<file path="src/rtl/lsu_pkg.sv">
// Shared encodings and byte-enable helper for the load/store controller.
package lsu_pkg;

  localparam logic [1:0] SZ_BYTE  = 2'd0;
  localparam logic [1:0] SZ_HALF  = 2'd1;
  localparam logic [1:0] SZ_WORD  = 2'd2;
  localparam logic [1:0] SZ_DWORD = 2'd3;

  typedef enum logic [1:0] {
    S_IDLE = 2'd0,
    S_REQ  = 2'd1,
    S_WAIT = 2'd2,
    S_RESP = 2'd3
  } state_e;

  // Byte enables for 2^size bytes starting at lane, clipped to data_w/8 lanes.
  function automatic logic [7:0] be_gen(input logic [1:0] size, input logic [2:0] lane,
                                        input int unsigned data_w);
    logic [15:0] m;
    m = (16'd1 << (4'd1 << size)) - 16'd1;
    m = m << lane;
    return m[7:0] & ~(8'hFF << (data_w / 8));
  endfunction

endpackage

</file>
<file path="src/rtl/lsu_ctrl_load_align.sv">
// Load data path: shift the addressed lane down, keep the access width, extend.
module load_align
  import lsu_pkg::*;
#(
  parameter int unsigned DATA_W = 32
) (
  input  logic [DATA_W-1:0]            rdata_i,
  input  logic [$clog2(DATA_W/8)-1:0]  lane_i,
  input  logic [1:0]                   size_i,
  input  logic                         signed_i,
  output logic [DATA_W-1:0]            data_o
);

  logic [DATA_W-1:0] shifted;
  logic [DATA_W-1:0] mask;
  logic              msb;

  always_comb begin
    shifted = rdata_i >> {lane_i, 3'b000};
    mask    = '1;
    msb     = 1'b0;
    case (size_i)
      SZ_BYTE: begin mask = DATA_W'(8'hFF);         msb = shifted[7];  end
      SZ_HALF: begin mask = DATA_W'(16'hFFFF);      msb = shifted[15]; end
      SZ_WORD: begin mask = DATA_W'(32'hFFFF_FFFF); msb = shifted[31]; end
      default: ;
    endcase
    // A full-width access has ~mask == 0, so signedness drops out naturally.
    data_o = (shifted & mask) | ((signed_i && msb) ? ~mask : '0);
  end

endmodule

</file>
<file path="src/rtl/lsu_ctrl.sv">
// Load/store controller between the MEM stage and data memory: one access at a time,
// aligned address/byte-enable generation, lane-replicated stores, extended loads.
module lsu_ctrl
  import lsu_pkg::*;
#(
  parameter int unsigned DATA_W = 32,
  parameter int unsigned ADDR_W = 32,
  parameter int unsigned TAG_W  = 5
) (
  input  logic                clk,
  input  logic                reset_n,
  input  logic                req_valid,
  output logic                req_ready,
  input  logic                req_we,
  input  logic [1:0]          req_size,
  input  logic                req_signed,
  input  logic [ADDR_W-1:0]   req_addr,
  input  logic [DATA_W-1:0]   req_wdata,
  input  logic [TAG_W-1:0]    req_tag,
  output logic                mem_req,
  output logic                mem_we,
  output logic [ADDR_W-1:0]   mem_addr,
  output logic [DATA_W/8-1:0] mem_be,
  output logic [DATA_W-1:0]   mem_wdata,
  input  logic                mem_gnt,
  input  logic                mem_rvalid,
  input  logic [DATA_W-1:0]   mem_rdata,
  output logic                rsp_valid,
  output logic [DATA_W-1:0]   rsp_data,
  output logic [TAG_W-1:0]    rsp_tag,
  output logic                rsp_err,
  output logic                busy
);

  localparam int unsigned BE_W   = DATA_W / 8;
  localparam int unsigned LANE_W = $clog2(BE_W);

  state_e              state_q, state_d;
  logic [LANE_W-1:0]   lane_q;
  logic [1:0]          size_q;
  logic                signed_q;
  logic [TAG_W-1:0]    tag_q;
  logic                accept;
  logic                illegal;
  logic [2:0]          align_mask;
  logic [DATA_W-1:0]   wdata_rep;
  logic [DATA_W-1:0]   load_data;

  // Request decode: alignment / size legality and store-data replication.
  always_comb begin
    align_mask = 3'd7;
    wdata_rep  = req_wdata;
    case (req_size)
      SZ_BYTE: begin align_mask = 3'd0; wdata_rep = {BE_W{req_wdata[7:0]}};         end
      SZ_HALF: begin align_mask = 3'd1; wdata_rep = {(BE_W/2){req_wdata[15:0]}};    end
      SZ_WORD: begin align_mask = 3'd3; wdata_rep = {(BE_W/4){req_wdata[31:0]}};    end
      default: ;
    endcase
    illegal = (|(3'(req_addr[LANE_W-1:0]) & align_mask)) || ((32'd1 << req_size) > BE_W);
  end

  always_comb begin
    state_d   = state_q;
    req_ready = 1'b0;
    busy      = 1'b1;
    mem_req   = 1'b0;
    rsp_valid = 1'b0;
    case (state_q)
      S_IDLE: begin
        req_ready = 1'b1;
        busy      = 1'b0;
        if (req_valid) state_d = illegal ? S_RESP : S_REQ;
      end
      S_REQ: begin
        mem_req = 1'b1;
        if (mem_gnt) state_d = mem_we ? S_RESP : S_WAIT;
      end
      S_WAIT: if (mem_rvalid) state_d = S_RESP;
      S_RESP: begin
        rsp_valid = 1'b1;
        state_d   = S_IDLE;
      end
      default: state_d = S_IDLE;
    endcase
  end

  assign accept = req_valid && req_ready;

  always_ff @(posedge clk) begin
    if (!reset_n) state_q <= S_IDLE;
    else          state_q <= state_d;
  end

  // Request capture and response registers; rsp_* change only on entry to RESP.
  always_ff @(posedge clk) begin
    if (!reset_n) begin
      mem_we    <= 1'b0;
      mem_addr  <= '0;
      mem_be    <= '0;
      mem_wdata <= '0;
      lane_q    <= '0;
      size_q    <= '0;
      signed_q  <= 1'b0;
      tag_q     <= '0;
      rsp_data  <= '0;
      rsp_tag   <= '0;
      rsp_err   <= 1'b0;
    end else begin
      if (accept) begin
        mem_we    <= req_we;
        mem_addr  <= {req_addr[ADDR_W-1:LANE_W], {LANE_W{1'b0}}};
        mem_be    <= BE_W'(be_gen(req_size, 3'(req_addr[LANE_W-1:0]), DATA_W));
        mem_wdata <= wdata_rep;
        lane_q    <= req_addr[LANE_W-1:0];
        size_q    <= req_size;
        signed_q  <= req_signed;
        tag_q     <= req_tag;
        if (illegal) begin
          rsp_data <= '0;
          rsp_err  <= 1'b1;
          rsp_tag  <= req_tag;
        end
      end
      if (state_q == S_REQ && mem_gnt && mem_we) begin
        rsp_data <= '0;
        rsp_err  <= 1'b0;
        rsp_tag  <= tag_q;
      end
      if (state_q == S_WAIT && mem_rvalid) begin
        rsp_data <= load_data;
        rsp_err  <= 1'b0;
        rsp_tag  <= tag_q;
      end
    end
  end

  load_align #(.DATA_W(DATA_W)) u_load_align (
    .rdata_i  (mem_rdata),
    .lane_i   (lane_q),
    .size_i   (size_q),
    .signed_i (signed_q),
    .data_o   (load_data)
  );

endmodule

</file>
<file path="config.mk">
export PLATFORM = sky130hd
export DESIGN_NAME = lsu_ctrl
export DESIGN_NICKNAME = d
export VERILOG_FILES = /design/src/rtl/lsu_pkg.sv /design/src/rtl/lsu_ctrl_load_align.sv /design/src/rtl/lsu_ctrl.sv
export SDC_FILE = /design/constraint.sdc
export NUM_CORES = 1
export LEC_CHECK = 0
export BUFFER_PORTS_ARGS = -buffer_cell sky130_fd_sc_hd__buf_4
export CAP_MARGIN = 40
export CORE_MARGIN = 3
export CORE_UTILIZATION = 51
export CTS_BUF_LIST = sky130_fd_sc_hd__clkbuf_4
export DETAILED_ROUTE_END_ITERATION = 8
export PLACE_DENSITY = 0.84
export SETUP_SLACK_MARGIN = 0.2
export SYNTH_ARGS = -nofsm -noshare
export SYNTH_HDL_FRONTEND = slang
export SYNTH_HIERARCHICAL = 1
export SYNTH_SLANG_ARGS = --single-unit
</file>
<file path="constraint.sdc">
create_clock -name clk -period 2.4 [get_ports clk]
set_input_delay 0.48 -clock clk [delete_from_list [all_inputs] [get_ports clk]]
set_output_delay 0.48 -clock clk [all_outputs]
set_load 0.01 [all_outputs]
</file>
==> out/metrics.csv, run 1 <==
stage,metric,value,unit
synthesis,Yosys Warn Count,6,
power_and_ir_drop,Flop pwr share,0.386,
timing,"Hold Vio Cnt, Final",0,
power_and_ir_drop,Net Sw Frac,0.371,
cells_and_area,fraction of layout cells with a size suffix above 1,0.331,
critical_path,Worst Setup End Kind,output port,
min_path,Hold Path Class,primary input to register,
critical_path,Crit Path Class,register to output port,
floorplan,Initial Util,0.533,
routing,DR DRC count,0,
placement,DP HPWL,13000,µm
timing,Worst-Margin Slew,0.768,ns
floorplan,Die Wd,113,µm
floorplan,core area,11000,µm²
cts,cts hold-fix bufs,0,
min_path,Hold Crit Start,req_addr[17],
timing,setup tns final,0,ns
cts,CTS H-Tree Depth,4,
cts,Post-CTS Setup Repair Bufs,0,
timing,Max-Slew Margin vs Limit,0.488,
cts,CTS Buffer Depth,2,
placement,count of input and output buffers,218,
timing,Final Setup Violations,0,
synthesis,Mapped Area,5880,µm²
floorplan,row count,38,
cells_and_area,footprint of the multi-input gates,3050,µm²
timing,RSZ-0062 raised after global routing,false,
timing,fmax,0.490,GHz
power_and_ir_drop,Pwr Density,860,nW/µm²
timing,period utilisation layout,0.850,
synthesis,Post-Syn Instances,698,
synthesis,"EDFF count, synth",0,
critical_path,Worst Path Max Fanout,5,
timing,Hold Worst Slack,0.200,ns
routing,final antenna-violating net count,0,
cells_and_area,Layout Utilization,0.695,
cts,CTS root buf,clkbuf_4,
critical_path,Reg2Reg Launch Point,state_q[1],
timing,"Slew Viols, Final",0,
global_routing,number of global-route vias before repair,5883,
power_and_ir_drop,Internal,4.15,mW
critical_path,Setup crit start kind,register,
cts,# resized after CTS,0,
global_routing,global route overflow,0,
cts,clock slew at reported path FFs,0.11,ns
critical_path,Critical Path RT,1.92,ns
power_and_ir_drop,Leak,3.11,nW
routing,drt pass-1 iters,7,
cts,insertion delay to the later sink of the worst-skew pair,0.52,ns
synthesis,ys async rst share,0,
placement,GPL Wtd Cong,0.889,
power_and_ir_drop,net switching power,2.45,mW
power_and_ir_drop,Max rail drop VDD,0.000525,V
power_and_ir_drop,Clock power frac,0.218,
job,max-capacitance violation count,0,
cells_and_area,register area,2340,µm²
synthesis,syn_area_per_cell,8.42,µm²
routing,total number of vias,5995,
synthesis,count of cell types in the netlist,59,
critical_path,CP startpoint,state_q[1],
cells_and_area,Layout area overhead,30.4,%
routing,DR iter-0 viols,495,
floorplan,# IOs,221,
synthesis,post-synthesis sequential area ratio,0.398,
cells_and_area,Fillers,893,
timing,skew final,0.0187,ns
floorplan,die area,12900,µm²
cells_and_area,Total Nets Final,992,
synthesis,ys flop type,dfxtp_1,
synthesis,Synth area leader,dfxtp_1,
global_routing,largest net degree at the start of global routing,60,
global_routing,first-pass GRT wire length,28800,µm
routing,Routed WL per cell,17.5,µm
global_routing,initial antenna violation count,0,
critical_path,crit path DAT,1.56,ns
outcome,outcome,completed,
timing,Final Critical Period,2.04,ns
global_routing,Total GRT Usage,0.276,
synthesis,Synth top area share,0.398,
power_and_ir_drop,Logic pwr share,0.396,
cts,Num CTS Buffers,17,
floorplan,Die H,113,µm
cts,CTS tree,done,
cts,clk sinks,117,
cells_and_area,diode count,0,
synthesis,Seq cells post-synth,117,
routing,Routed WL,18000,µm
routing,Vias/cell,5.83,
synthesis,Synth area leaders,"dfxtp_1 40%, nand2_1 11%, a21oi_1 8.5%",
-- synthesized netlist by cell type, types with 2 or more instances --
cell type / number
mux2_2: 8
a211oi_1: 15
buf_1: 2
and2_1: 2
o21ai_0: 15
mux2i_1: 24
clkbuf_1: 15
o32ai_1: 6
o211ai_1: 10
o31ai_1: 5
a21oi_1: 100
inv_1: 4
buf_6: 10
or3_1: 3
o31ai_2: 8
clkbuf_2: 4
nor2_1: 18
nand4_1: 5
buf_4: 13
o32ai_2: 2
or2_1: 3
mux2_1: 2
o311ai_1: 25
o221a_2: 2
nand2_1: 168
nor2b_1: 11
ha_1: 5
dfxtp_1: 117
mux4_2: 2
o311ai_0: 7
clkbuf_4: 3
or2_0: 5
a31oi_1: 13
a311oi_1: 8
nand3_1: 4
buf_2: 22
a2111oi_0: 2
nand2b_1: 9
-- placed cells by master, fill, tap and decap left out, types with 11 or more instances in the layout --
master,n
nand2_1,168
clkbuf_4,18
dfxtp_1,117
a211oi_1,15
nor2_1,18
mux2i_1,24
buf_4,227
a31oi_1,13
o311ai_1,25
a21oi_1,100
o21ai_0,15
nor2b_1,11
-- worst paths after layout --
| kind | endpoint | slack, ns | depth (start not counted) |
|---|---|---|---|
| setup / recovery | busy | 0.36 | 4 |
| hold / removal | mem_addr[17] | 0.20 | 3 |
| setup reg to reg | mem_wdata[11] | 0.40 | 6 |
| hold reg to reg | mem_be[1] | 0.46 | 2 |
-- cells by family (layout without fill, tap and decap cells) --
| logic type | Yosys count | after routing | synth area share |
|---|---|---|---|
| AO/OA/AOI/OAI | 224 | 224 | 0.262 |
| multiplexers | 36 | 36 | 0.0677 |
| flip-flops | 117 | 117 | 0.398 |
| adder cells (fa/ha/maj) | 5 | 5 | 0.0106 |
| AND/OR/NAND/NOR | 237 | 237 | 0.176 |
| other | 1 | 2 | 0.000638 |
| buffers and inverters | 78 | 267 | 0.0845 |
-- final cells by class --
cell class / instances / area share
Clock inverter: 12 / 0.0181
Sequential cell: 117 / 0.305
Tap cell: 140 / 0.0228
Multi-Input combinational cell: 504 / 0.398
Timing Repair Buffer: 232 / 0.235
Clock buffer: 18 / 0.0176
Inverter: 5 / 0.00261
-- power groups by stage --
stage | Combinational (mW) | Clock, mW | Sequential, mW
6_report | 2.61 | 1.44 | 2.55
5_1_grt | 2.87 | 1.56 | 2.59
4_1_cts | 2.62 | 1.46 | 2.55
3_5_place_dp | 2.60 | 0 | 2.58
3_3_place_gp | 2.52 | 0 | 2.57
2_1_floorplan | 1.50 | 0 | 2.69
-- layer usage --
metal  vias to the layer above  track usage  wire (µm)
li1                       2848            -          -
met1                      2792        0.330       6840
met2                       322        0.464       8980
met3                        33       0.0891       1810
met4                         0        0.100        391
met5                         -            0          0
-- stage by stage --
stage / power (mW) / std cells / area, µm² / setup slack [ns]
3_5_place_dp: 5.19 / 998 / 7390 / 0.421
2_1_floorplan: 4.18 / 699 / 5880 / 0.720
6_report: 6.60 / 1028 / 7670 / 0.361
4_1_cts: 6.62 / 1028 / 7670 / 0.324
3_3_place_gp: 5.08 / 996 / 7350 / 0.443
5_1_grt: 7.02 / 1028 / 7670 / 0.208
-- worst max-delay path: stages, from the launching register on --
cell and delay (ns):
dfxtp_1 0.35, inv_1 0.15, ha_1 0.33, inv_1 0.07, buf_4 0.14
-- flip-flops by register name, indices dropped and copies added (netlist names) --
signal and count:
lane_q 2, mem_wdata 32, rsp_tag 5, rsp_err 1
mem_addr 30, tag_q 5, signed_q 1, size_q 2
mem_we 1, state_q 2, mem_be 4, rsp_data 32
Power figures use the tool's default switching activity.
==> run 2: changes to the inputs <==
Settings changed: ABC_AREA set to 1, CORE_UTILIZATION 51 to 50.
Clock period 2.4 ns to 2.09 ns, I/O delays scaled along.
==> run 2 against run 1 <==
Count of clock-buffer cells in the layout shrank 1. Flip-flop and latch count is the same. Via count shrank 0.73%. Clock power grew 40%. Cell count grew 11%. Critical path depth is the same.
==> out/metrics.csv, run 2 <==
stage,metric,value,unit
critical_path,Worst Setup End Kind,output port,
cells_and_area,diode count,0,
timing,period utilisation layout,0.878,
placement,placed cell count,1110,
placement,GPL Wtd Cong,0.870,
timing,fmax,0.545,GHz
synthesis,Post-Syn Instances,790,
timing,Final Setup Violations,0,
timing,Final Critical Period,1.83,ns
timing,skew final,0.0165,ns
placement,count of input and output buffers,218,
cells_and_area,fraction of layout cells with a size suffix above 1,0.285,
cts,CTS H-Tree Depth,4,
cts,clock slew at reported path FFs,0.12,ns
cells_and_area,"commonest cells after routing, fill and taps aside","230 x buf_4, 169 x nand2_1, 132 x nor2_1, 115 x dfxtp_1, 84 x o21ai_0",
critical_path,Crit Path Class,register to output port,
floorplan,die area,12100,µm²
floorplan,# IOs,221,
cells_and_area,"Design Area, Final",7510,µm²
floorplan,Die H,110,µm
synthesis,ys flop type,dfxtp_1,
routing,drt pass-1 iters,5,
cells_and_area,Total Nets Final,1108,
critical_path,Critical Path RT,1.67,ns
cells_and_area,register area,2340,µm²
global_routing,initial antenna violation count,0,
routing,DR DRC count,0,
synthesis,Synth area leaders,"dfxtp_1 43%, nand2_1 12%, nor2_1 9.2%",
timing,"Hold Vio Cnt, Final",0,
timing,Worst-Margin Slew,0.512,ns
synthesis,Mapped Area,5410,µm²
cts,Post-CTS Setup Repair Bufs,0,
cts,CTS tree,done,
timing,RSZ-0062 raised after global routing,true,
cells_and_area,Layout area overhead,38.8,%
outcome,outcome,completed,
timing,"Slew Viols, Final",0,
timing,setup tns final,0,ns
cts,CTS Buffer Depth,2,
power_and_ir_drop,Max rail drop VDD,0.000704,V
global_routing,Total GRT Usage,0.274,
routing,DR iter-0 viols,503,
global_routing,first-pass GRT wire length,26200,µm
floorplan,Die Wd,110,µm
floorplan,Initial Util,0.520,
cts,Num CTS Buffers,17,
cells_and_area,Layout Utilization,0.721,
synthesis,count of cell types in the netlist,30,
power_and_ir_drop,Leak,3.70,nW
synthesis,"EDFF count, synth",0,
cts,CTS root buf,clkbuf_4,
cells_and_area,Regs by FF count,"mem_wdata x32, rsp_data x32, mem_addr x30",
timing,Max-Slew Margin vs Limit,0.655,
routing,total number of vias,5951,
job,max-capacitance violation count,0,
synthesis,"top cells by count, synth","171 x nand2_1, 132 x nor2_1, 117 x dfxtp_1",
routing,Routed WL per cell,14.5,µm
placement,DP HPWL,12100,µm
cells_and_area,non-filler instance count after layout,1142,
global_routing,number of global-route vias before repair,5667,
power_and_ir_drop,Pwr Density,1130,nW/µm²
placement,Placed Instance Area,7130,µm²
critical_path,path depth of the worst reg2reg path,8,
cts,insertion delay to the later sink of the worst-skew pair,0.50,ns
cts,clk sinks,117,
cells_and_area,Fillers,920,
synthesis,Synth area leader,dfxtp_1,
global_routing,global route overflow,0,
synthesis,Synth top area share,0.433,
routing,Routed WL,16600,µm
floorplan,core area,10400,µm²
routing,Vias/cell,5.21,
synthesis,ys async rst share,0,
min_path,Hold Path Class,primary input to register,
min_path,Worst Hold Path Cells,3,
floorplan,row count,37,
critical_path,Worst Path Max Fanout,5,
synthesis,post-synthesis sequential area ratio,0.433,
critical_path,Setup crit start kind,register,
global_routing,largest net degree at the start of global routing,67,
cells_and_area,footprint of the multi-input gates,2580,µm²
synthesis,Seq cells post-synth,117,
synthesis,Yosys Warn Count,6,
synthesis,most common cell in the netlist,nand2_1,
critical_path,crit path DAT,1.42,ns
cells_and_area,"most common cell after layout, fill and taps aside",buf_4,
routing,final antenna-violating net count,0,
synthesis,syn_area_per_cell,6.85,µm²
-- run 2: cell count changes in the layout (fill, tap and decap cells not counted), sizes merged, moves of 24 or more --
| cell | before | now |
|---|---|---|
| o21ai | 15 | 84 |
| nand3 | 4 | 53 |
| mux2i | 24 | 0 |
| inv | 4 | 62 |
| nor2 | 20 | 133 |
| o311ai | 32 | 0 |
-- run 2: critical path: stages (launching register included) --
cell	delay [ns]
dfxtp_1	0.34
inv_1	0.13
ha_2	0.25
inv_1	0.06
buf_4	0.14
-- run 2: metrics by stage --
stage	power [mW]	hold WS, ns	setup slack (ns)
3_5_place_dp	6.50	0.463	0.332
6_report	8.50	0.154	0.255
4_1_cts	8.52	0.109	0.208
5_1_grt	9.11	0.109	0.134
2_1_floorplan	5.08	0.448	0.575
3_3_place_gp	6.44	0.453	0.226
-- run 2: routing by layer --
layer / track usage / up-vias / routed length (µm)
li1: - / 2968 / -
met1: 0.330 / 2665 / 6580
met2: 0.449 / 279 / 7910
met3: 0.0967 / 39 / 1710
met4: 0.102 / 0 / 408
met5: 0 / - / 0
-- run 2: worst paths after layout --
kind / from / endpoint / slack (ns)
hold reg to reg: mem_be[3] / mem_be[3] / 0.48
setup reg to reg: state_q[1] / rsp_tag[3] / 0.40
hold / removal: req_wdata[21] / mem_wdata[21] / 0.15
setup / recovery: state_q[1] / busy / 0.26
-- run 2: cell families after synthesis --
logic type | share of synthesized area
other cells | 0.000693
flops | 0.433
compound gates | 0.187
buf+inv | 0.0939
fa+ha+maj | 0.0116
simple gates | 0.274
-- run 2: power breakdown --
group | switching [mW] | leakage, nW | total, mW | internal, mW
sequential | 0.318 | 0.962 | 3.08 | 2.77
combinational | 1.95 | 2.56 | 3.41 | 1.46
clock | 0.922 | 0.185 | 2.01 | 1.08
total | 3.19 | 3.70 | 8.50 | 5.31
-- run 2: cell type report --
type	instances	area share
flip-flops and latches	117	0.312
clock inverters	15	0.0303
multi-input cells	560	0.343
repair buffers	237	0.244
inverters	60	0.0305
well taps	136	0.0227
clock buffers	17	0.0170
-- run 2: repair_timing --
item                       in CTS  in global routing
hold buffers                    0                  0
pin swaps                       0                  0
setup endpoints to repair       2                 35
resized for setup               2                  7
